==> src/rtl/regfile_pkg.sv <==
// Types and constants shared by the register file, the decode stage and the writeback queue.
package regfile_pkg;

  localparam int REG_AW = 5;
  localparam int REG_DW = 32;
  localparam logic [REG_AW-1:0] REG_ZERO = '0;

  // "reg" is a keyword, so the destination index field is named rd.
  typedef struct packed {
    logic              is_float;
    logic [REG_AW-1:0] rd;
    logic [REG_DW-1:0] data;
  } wb_entry_t;

  function automatic logic same_dest(input wb_entry_t e, input logic f, input logic [REG_AW-1:0] r);
    return (e.is_float == f) && (e.rd == r);
  endfunction

endpackage

==> src/rtl/wb_fifo.sv <==
// In-order writeback queue: two write ports per cycle, one head read port,
// per-slot valid bits and a youngest-match content search over queued entries.
module wb_fifo
  import regfile_pkg::*;
#(
  parameter int DEPTH = 4
) (
  input  logic                     clk,
  input  logic                     reset,
  input  logic                     push0_i,
  input  wb_entry_t                din0_i,
  input  logic                     push1_i,
  input  wb_entry_t                din1_i,
  input  logic                     pop_i,
  output wb_entry_t                head_o,
  output logic [$clog2(DEPTH):0]   count_o,
  input  logic                     srch_float_i,
  input  logic [REG_AW-1:0]        srch_reg_i,
  output logic                     srch_hit_o,
  output logic [REG_DW-1:0]        srch_data_o
);

  localparam int PW = $clog2(DEPTH);
  localparam int CW = PW + 1;

  wb_entry_t         mem_q [DEPTH];
  logic [DEPTH-1:0]  vld_q, vld_d;
  logic [PW-1:0]     wr_ptr_q, wr_ptr_d;
  logic [PW-1:0]     rd_ptr_q, rd_ptr_d;
  logic [CW-1:0]     cnt_q, cnt_d;
  logic [PW-1:0]     wr1_ptr;

  // The second write lands behind the first only when the first is also used.
  assign wr1_ptr = wr_ptr_q + PW'(push0_i);

  always_comb begin
    vld_d    = vld_q;
    rd_ptr_d = rd_ptr_q;
    if (pop_i) begin
      vld_d[rd_ptr_q] = 1'b0;
      rd_ptr_d        = rd_ptr_q + PW'(1);
    end
    // Pushes are applied after the pop so a full queue can refill the slot it drains.
    if (push0_i) vld_d[wr_ptr_q] = 1'b1;
    if (push1_i) vld_d[wr1_ptr]  = 1'b1;
    wr_ptr_d = wr_ptr_q + PW'(push0_i) + PW'(push1_i);
    cnt_d    = cnt_q + CW'(push0_i) + CW'(push1_i) - CW'(pop_i);
  end

  always_ff @(posedge clk) begin
    if (reset) begin
      vld_q    <= '0;
      wr_ptr_q <= '0;
      rd_ptr_q <= '0;
      cnt_q    <= '0;
    end else begin
      vld_q    <= vld_d;
      wr_ptr_q <= wr_ptr_d;
      rd_ptr_q <= rd_ptr_d;
      cnt_q    <= cnt_d;
    end
  end

  always_ff @(posedge clk) begin
    if (push0_i) mem_q[wr_ptr_q] <= din0_i;
    if (push1_i) mem_q[wr1_ptr]  <= din1_i;
  end

  assign head_o  = mem_q[rd_ptr_q];
  assign count_o = cnt_q;

  // Walk oldest to youngest so the last match found is the youngest one.
  always_comb begin
    logic [PW-1:0] idx;
    idx         = '0;
    srch_hit_o  = 1'b0;
    srch_data_o = '0;
    for (int i = 0; i < DEPTH; i++) begin
      idx = rd_ptr_q + PW'(i);
      if (vld_q[idx] && same_dest(mem_q[idx], srch_float_i, srch_reg_i)) begin
        srch_hit_o  = 1'b1;
        srch_data_o = mem_q[idx].data;
      end
    end
  end

endmodule

==> src/rtl/regfile_writeback_ctrl.sv <==
// Write-side initiator for the 32x32 int/float register file: arbitrates two result
// producers into an in-order queue, drains one write per cycle and answers hazard queries.
module regfile_writeback_ctrl
  import regfile_pkg::*;
#(
  parameter int DEPTH = 4,
  parameter int DW    = REG_DW,
  parameter int AW    = REG_AW
) (
  input  logic                    clk,
  input  logic                    reset,
  input  logic                    a_valid,
  output logic                    a_ready,
  input  logic [AW-1:0]           a_reg,
  input  logic                    a_float,
  input  logic [DW-1:0]           a_data,
  input  logic                    b_valid,
  output logic                    b_ready,
  input  logic [AW-1:0]           b_reg,
  input  logic                    b_float,
  input  logic [DW-1:0]           b_data,
  output logic                    regWrite,
  output logic                    float,
  output logic [AW-1:0]           writeReg,
  output logic [DW-1:0]           writeData,
  input  logic [AW-1:0]           q_reg,
  input  logic                    q_float,
  output logic                    q_hit,
  output logic [DW-1:0]           q_data,
  output logic [$clog2(DEPTH):0]  count
);

  localparam int  CW   = $clog2(DEPTH) + 1;
  localparam logic RR_A = 1'b0;

  logic            rr_q, rr_d;
  logic [CW-1:0]   cnt;
  logic [CW-1:0]   free;
  logic            a_r0, b_r0, a_nz, b_nz;
  logic            push_a, push_b, pop;
  wb_entry_t       ent_a, ent_b, head;
  logic            srch_hit;
  logic [REG_DW-1:0] srch_data;

  assign a_r0 = a_valid && (a_reg == REG_ZERO);
  assign b_r0 = b_valid && (b_reg == REG_ZERO);
  assign a_nz = a_valid && !a_r0;
  assign b_nz = b_valid && !b_r0;

  // The slot freed by this cycle's pop is usable by this cycle's push.
  assign pop  = (cnt != '0);
  assign free = CW'(DEPTH) - cnt + CW'(pop);

  always_comb begin
    a_ready = 1'b0;
    b_ready = 1'b0;
    rr_d    = rr_q;
    if (free == '0) begin
      a_ready = 1'b0;
      b_ready = 1'b0;
    end else if (free >= CW'(2) || a_r0 || b_r0) begin
      // An r0 request needs no slot, so only one real push can be pending.
      a_ready = 1'b1;
      b_ready = 1'b1;
    end else begin
      if (rr_q == RR_A) begin
        a_ready = a_valid;
        b_ready = !a_valid;
      end else begin
        b_ready = b_valid;
        a_ready = !b_valid;
      end
      if (a_nz && b_nz) rr_d = ~rr_q;
    end
  end

  always_ff @(posedge clk) begin
    if (reset) rr_q <= RR_A;
    else       rr_q <= rr_d;
  end

  assign push_a = a_nz && a_ready;
  assign push_b = b_nz && b_ready;

  assign ent_a = '{is_float: a_float, rd: a_reg, data: a_data};
  assign ent_b = '{is_float: b_float, rd: b_reg, data: b_data};

  // Accepted entries are packed onto the low write port first, keeping A ahead of B.
  wb_fifo #(
    .DEPTH(DEPTH)
  ) u_fifo (
    .clk          (clk),
    .reset        (reset),
    .push0_i      (push_a || push_b),
    .din0_i       (push_a ? ent_a : ent_b),
    .push1_i      (push_a && push_b),
    .din1_i       (ent_b),
    .pop_i        (pop),
    .head_o       (head),
    .count_o      (cnt),
    .srch_float_i (q_float),
    .srch_reg_i   (q_reg),
    .srch_hit_o   (srch_hit),
    .srch_data_o  (srch_data)
  );

  // Head storage is not reset, so the write port is masked whenever the queue is empty.
  assign regWrite  = pop;
  assign float     = pop && head.is_float;
  assign writeReg  = pop ? head.rd : '0;
  assign writeData = pop ? head.data : '0;
  assign count     = cnt;

  assign q_hit  = srch_hit && (q_reg != REG_ZERO);
  assign q_data = q_hit ? srch_data : '0;

endmodule

==> config.mk <==
export PLATFORM = sky130hd
export DESIGN_NAME = regfile_writeback_ctrl
export DESIGN_NICKNAME = d
export VERILOG_FILES = /design/src/rtl/regfile_pkg.sv /design/src/rtl/wb_fifo.sv /design/src/rtl/regfile_writeback_ctrl.sv
export SDC_FILE = /design/constraint.sdc
export NUM_CORES = 1
export LEC_CHECK = 0
export CAP_MARGIN = 20
export CORE_ASPECT_RATIO = 0.6
export CORE_MARGIN = 2
export CORE_UTILIZATION = 40
export CTS_CLUSTER_DIAMETER = 200
export DETAILED_ROUTE_END_ITERATION = 7
export SLEW_MARGIN = 30
export SYNTH_ARGS = -nofsm -noshare
export SYNTH_HDL_FRONTEND = slang
export SYNTH_SLANG_ARGS = --single-unit
==> constraint.sdc <==
create_clock -name clk -period 8.1 [get_ports clk]
set_clock_uncertainty 0.05 [all_clocks]
set_input_delay 2.43 -clock clk [delete_from_list [all_inputs] [get_ports clk]]
set_output_delay 2.43 -clock clk [all_outputs]
set_load 0.05 [all_outputs]
==> results.yml, run 1 <==
run_status:
  status: "finished, final reports clean"
die:
  die_area_sq_mm: 0.0336
  die_h_microns: 143
  start_util_pct: 40.9
  row_count: 50
  coreArea_sq_mm: 0.0313
  io_pins: 163
  die_w_microns: 235
sta:
  rsz0062_at_grt: "no"
  hold_ws_ns: 0.544
  setup_tns_ns: 0
  period_share_pct: 98.6
  slew_headroom_pct: 33.5
  worst_pin_slew_ns: 0.995
  period_minus_slack_ns: 7.99
  timing.final.ws_setup_ns: 0.113
  fmax_mhz: 125
  final_hold_viol_count: 0
  finalSetupViolations: 0
  drv_slew: 0
min_path:
  hold_path_class: "flip-flop to flip-flop"
  holdPathStages: 2
yosys:
  ys_seq_area_share_pct: 37.8
  ys_seq_elements: 166
  syn_area_per_cell_sq_um: 12.2
  synthesis.nets: 1149
  yosysWarningCount: 0
  ys.flop_type: "edfxtp_1"
  synthArstFlopShare_pct: 0
  synth_edf_count: 152
  synth.top_cell.area_share_pct: 35.6
  yosysTopAreaCell: "edfxtp_1"
  ys_top_cells_by_area: "edfxtp_1 (36%), mux2_2 (19%), mux4_2 (14%)"
  synth_cells: 1052
  ys_types: 52
  syn-cell-area_sq_mm: 0.0128
cells_and_area:
  final_cell_count_no_fill: 1611
  drive_gt1_share_pct: 38.2
  fillers: 2705
  nets: 1277
  area.growth.synth_to_final_pct: 25.2
  postLayoutCellArea_sq_mm: 0.0161
worst_setup_path:
  reg2reg_depth: 14
  critical_path_class: "primary input to output pin"
  path_max_fanout: 27
  worstSetupStartpoint: "q_reg[1]"
  rr_endpoint: "u_fifo.mem_q[2][6]$_DFFE_PP_"
  worstSetupEndpointType: "output pin"
  reg2reg_setup_slack_ns: 2.95
  cp_data_arrival_time_ns: 5.51
  r2r_start: "u_fifo.count_o[0]$_SDFF_PP0_"
  worstSetupEndpoint: "q_data[20]"
  crit_required_ns: 5.62
  crit_path_start_kind: "primary input"
placed_design:
  portBuffers: 162
  hpwl_microns: 25600
  gp_congestion: 0.875
  placed_cells: 1577
  placed_cell_area_sq_mm: 0.0154
  dpl_worst_slack_ns: 0.159
power_and_ir_drop:
  power_density_mw_per_mm2: 437
  vdd_drop_max_mv: 0.241
  p_leak_nw: 5.26
grt:
  grt_pass1_vias: 9633
  grt_max_degree: 130
  grt_antenna_before_repair: 5
  overflow: 0
  grt_usage_pct: 24.0
  grt_pass1_wl_microns: 60400
route:
  routed_wl_microns: 40000
  wl_per_cell_microns: 24.8
  vias: 9688
  post-route-drc-count: 0
  antenna_left: 0
  drt_iter0_drc: 816
  firstDrtPassIters: 5
  via_per_inst: 6.01
clocking:
  cts-hold-fix-buffers: 0
  cts_tree: "done"
  cts.htree.levels: 4
  cts_buffers: 17
  clkTransAtPathRegs_ns: 0.07
  post_cts_buffers: 0
  clk_path_buf_depth: 2
  clock-root-buffer: "clkbuf_16"
  cts.sinks: 166
  clock_latency_ns: 0.45
flow_run:
  max_cap_viol_count: 0
## routing by layer
metal	up-vias	track usage [%]	share of wire, %
met1	4924	34.8	46
met4	6	5.66	1.1
met2	396	36.2	45
met5	-	0	0.085
li1	4325	-	-
met3	37	5.61	7.6
## sequential cells by signal, indices dropped and copies added (netlist names), named ones only
| name | cells |
|---|---|
| u_fifo.count_o | 3 |
| u_fifo.rd_ptr_q | 2 |
| u_fifo.wr_ptr_q | 2 |
| u_fifo.vld_q | 4 |
| u_fifo.mem_q | 152 |
| rr_q | 1 |
## Yosys cell counts (2+ instances only)
master,number
ha_1,9
buf_4,8
o21ai_0,66
clkbuf_1,36
nand4_1,3
and2_1,39
mux2i_1,50
or3_1,2
a21oi_1,9
nand3_1,3
nor3_1,35
nor2_1,10
o32ai_1,4
buf_2,34
nand2_1,102
a32o_1,2
xnor2_1,25
xor2_1,17
mux2_2,215
nor4_1,2
nand2b_1,2
a211oi_2,29
a21boi_0,3
inv_1,17
edfxtp_1,152
fa_1,2
o21ai_1,4
a21o_1,2
buf_1,12
nor2b_1,4
mux4_2,79
o22ai_1,32
or4_1,3
o21ba_2,4
mux2_1,2
buf_6,5
dfxtp_1,14
## timing repair
item | 4_1_cts | 5_1_grt
endpoints found under the hold margin | 0 | 0
resized for setup | 0 | 1
endpoints found under the setup margin | 0 | 7
## area by class of cell
cell class                      instances  area, sq um  share of cell area [%]
Antenna cell                            2         5.00                  0.0312
Clock buffer                           19          433                    2.70
Clock inverter                         13          229                    1.43
Inverter                               17         63.8                   0.397
Multi-Input combinational cell        774         7570                    47.2
Sequential cell                       166         4850                    30.2
Tap cell                              416          520                    3.24
Timing Repair Buffer                  204         2380                    14.8
## worst min-delay path by stage
stage	from	end	slack [ns]
2_1_floorplan	rr_q$_SDFFE_PP0P_	rr_q$_SDFFE_PP0P_	0.49
3_3_place_gp	u_fifo.count_o[1]$_SDFF_PP0_	u_fifo.count_o[2]$_SDFF_PP0_	0.52
3_5_place_dp	u_fifo.count_o[1]$_SDFF_PP0_	u_fifo.count_o[2]$_SDFF_PP0_	0.51
4_1_cts	u_fifo.count_o[1]$_SDFF_PP0_	u_fifo.count_o[2]$_SDFF_PP0_	0.53
5_1_grt	u_fifo.count_o[1]$_SDFF_PP0_	u_fifo.count_o[2]$_SDFF_PP0_	0.57
6_report	u_fifo.count_o[1]$_SDFF_PP0_	u_fifo.count_o[2]$_SDFF_PP0_	0.54
## kinds of logic (layout without fill, tap and decap cells)
family | after synthesis | count (layout) | share of synthesized area (%)
mux | 346 | 346 | 36.8
simple gates | 210 | 210 | 7.79
flops | 166 | 166 | 37.8
compound gates | 165 | 165 | 9.41
buf+inv | 112 | 253 | 4.14
xor+xnor | 42 | 42 | 2.87
fa+ha+maj | 11 | 11 | 1.19
other cells | 0 | 2 | 0
## critical path, cell delays in order
cell	delay, ns
clkdlybuf4s50_1	0.65
xnor2_2	0.16
a32oi_1	0.11
or4_1	0.58
a221oi_4	0.40
or2_2	0.25
buf_12	0.24
o22ai_1	0.13
a211oi_2	0.35
buf_12	0.19
## power breakdown
group / leakage, nW / switching (mW) / internal [mW]
Clock: 0.321 / 0.354 / 0.578
Combinational: 3.41 / 2.59 / 1.80
Sequential: 1.53 / 0.288 / 1.40
## through the flow
step	util, %	power, mW
after floorplan	-	4.71
after global placement	49.1	6.02
after detailed placement	49.1	6.06
after CTS	51.2	7.01
after global routing	51.2	7.38
final	51.2	7.01
## layout by cell type, fill, tap and decap left out, types with 8 or more instances in the layout
cell type and instances:
a211oi_2 29, and2_1 39, buf_12 42, buf_4 33, clkbuf_16 17, clkdlybuf4s50_1 129
dfxtp_1 10, edfxtp_1 152, ha_1 8, inv_1 17, mux2_2 215, mux2i_1 50
mux4_2 79, nand2_1 101, nor2_1 10, nor3_1 35, o21ai_0 66, o22ai_1 32
xnor2_1 23, xor2_1 17
No activity file was read; power rests on OpenSTA's default activity.
==> run 2, diff against run 1 <==
CELL_PAD_IN_SITES_DETAIL_PLACEMENT = 1   (was not set)
CELL_PAD_IN_SITES_GLOBAL_PLACEMENT = 1   (was not set)
CTS_CLUSTER_DIAMETER = not set   (was 200)
PLACE_DENSITY_LB_ADDON = 0.1   (was not set)
==> run 2 against run 1 <==
  * First-iteration DRC count is 5.9% lower
  * Wire length is 7.4% higher
  * Sequential cell count stayed put
  * Register-to-register slack better by 0.43 ns
  * Clock power decreased by 4.7%
  * Worst setup slack improved by 0.10 ns
  * Combinational power is 2% higher
  * Non-clock buffer count increased by 6
  * Sequential share of layout area about the same
  * Critical path type unchanged
==> results.yml, run 2 (synthesized netlist as in run 1, its figures left out) <==
grt:
  grt_max_degree: 90
  busiest_layer: "met2"
  use_met1_pct: 37.9
  grt_antenna_before_repair: 3
  grt_usage_pct: 25.9
  grt.met2_usage_pct: 39.7
  grtUsageMet3_pct: 4.81
  grt_pass1_vias: 10100
  overflow: 0
  grt_pass1_wl_microns: 64800
route:
  post-route-drc-count: 0
  antenna_left: 0
  wl_per_cell_microns: 26.6
  vias: 9732
  routed_wl_microns: 43000
  drt_iter0_drc: 768
  via_per_inst: 6.02
  firstDrtPassIters: 5
sta:
  final_hold_viol_count: 0
  slew_headroom_pct: 40.4
  period_share_pct: 97.3
  rsz0062_at_grt: "no"
  setup_tns_ns: 0
  fmax_mhz: 127
  period_minus_slack_ns: 7.88
  finalSetupViolations: 0
  drv_slew: 0
  worst_pin_slew_ns: 0.891
die:
  io_pins: 163
  die_h_microns: 143
  die_w_microns: 235
  start_util_pct: 40.9
  coreArea_sq_mm: 0.0313
  row_count: 50
  die_area_sq_mm: 0.0336
cells_and_area:
  postLayoutCellArea_sq_mm: 0.0161
  fillers: 3150
  layout_common_cells: "mux2_2 (215), edfxtp_1 (152), clkdlybuf4s50_1 (128), nand2_1 (101), mux4_2 (79)"
  regMostFlops: "u_fifo.mem_q"
  drive_gt1_share_pct: 38.3
  area.growth.synth_to_final_pct: 25.2
  largest_reg_flops: 152
  final_common_cell: "mux2_2"
  nets: 1283
clocking:
  clock_latency_ns: 0.45
  cts.htree.levels: 4
  clkTransAtPathRegs_ns: 0.06
  cts-hold-fix-buffers: 0
  cts_buffers: 17
  cts_tree: "done"
  cts.sinks: 166
  clock-root-buffer: "clkbuf_16"
  clk_path_buf_depth: 2
power_and_ir_drop:
  power_density_mw_per_mm2: 440
  vdd_drop_max_mv: 0.265
  p_leak_nw: 5.28
flow_run:
  max_cap_viol_count: 0
placed_design:
  gp_congestion: 0.801
  portBuffers: 162
  hpwl_microns: 28400
  placed_cell_area_sq_mm: 0.0154
min_path:
  hold_path_class: "flip-flop to flip-flop"
worst_setup_path:
  critical_path_class: "primary input to output pin"
  crit_path_start_kind: "primary input"
  worstSetupEndpointType: "output pin"
  path_max_fanout: 19
  crit_required_ns: 5.62
  cp_data_arrival_time_ns: 5.40
run_status:
  status: "finished, final reports clean"
[run 2: cell types whose count changed in the layout (fill, tap and decap cells not counted), moves of 2 or more]
cell / previous run / this run
clkinv_4: 3 / 0
buf_4: 33 / 39
clkbuf_1: 2 / 4
clkinv_2: 3 / 6
[run 2: routing by layer]
layer	up-vias	part of all wire (%)
met5	-	0.026
met4	2	1.3
met3	36	5.8
li1	4342	-
met2	301	45
met1	5051	48
[run 2: final timing paths]
kind,from,to,slack [ns],cells past startpoint
worst max-delay path,q_reg[2],q_data[0],0.22,11
worst min-delay path,u_fifo.count_o[1]$_SDFF_PP0_,u_fifo.count_o[2]$_SDFF_PP0_,0.53,2
worst max register to register,u_fifo.count_o[0]$_SDFF_PP0_,u_fifo.mem_q[2][4]$_DFFE_PP_,3.38,13
worst min register to register,u_fifo.count_o[1]$_SDFF_PP0_,u_fifo.count_o[2]$_SDFF_PP0_,0.53,2
[run 2: where the power goes]
group | internal (mW) | switching (mW) | leakage [nW]
Clock | 0.543 | 0.344 | 0.308
Combinational | 1.80 | 2.67 | 3.45
Sequential | 1.40 | 0.307 | 1.53
[run 2: cell type report]
class | count | area (sq um) | share of cell area [%]
Sequential cell | 166 | 4850 | 30.2
Multi-Input combinational cell | 774 | 7560 | 47.1
Tap cell | 416 | 520 | 3.24
Timing Repair Buffer | 210 | 2430 | 15.1
Clock buffer | 21 | 440 | 2.74
Inverter | 17 | 63.8 | 0.398
Clock inverter | 11 | 180 | 1.12
Antenna cell | 2 | 5.00 | 0.0312
[run 2: worst max-delay path, stage by stage]
cell             delay (ns)
clkdlybuf4s50_1        0.76
xnor2_1                0.24
or3_1                  0.39
a221oi_4               0.38
or2_2                  0.22
buf_12                 0.18
o31ai_4                0.10
buf_12                 0.20
a211oi_1               0.20
buf_4                  0.16
buf_12                 0.13
[run 2: metrics by stage]
step	power (mW)	hold slack [ns]	worst slack (ns)	cells	utilization, %
5_1_grt	7.44	0.556	0.0506	1615	51.2
6_report	7.07	0.532	0.215	1617	51.2
3_3_place_gp	6.11	0.513	0.172	1581	49.1
2_1_floorplan	4.71	0.492	0.260	1052	-
4_1_cts	7.08	0.536	0.103	1613	51.1
3_5_place_dp	6.17	0.519	0.127	1581	49.1
[run 2: what timing repair did]
action,4_1_cts,5_1_grt
setup endpoints to repair,0,11
resized for setup,0,1
buffers inserted,0,1
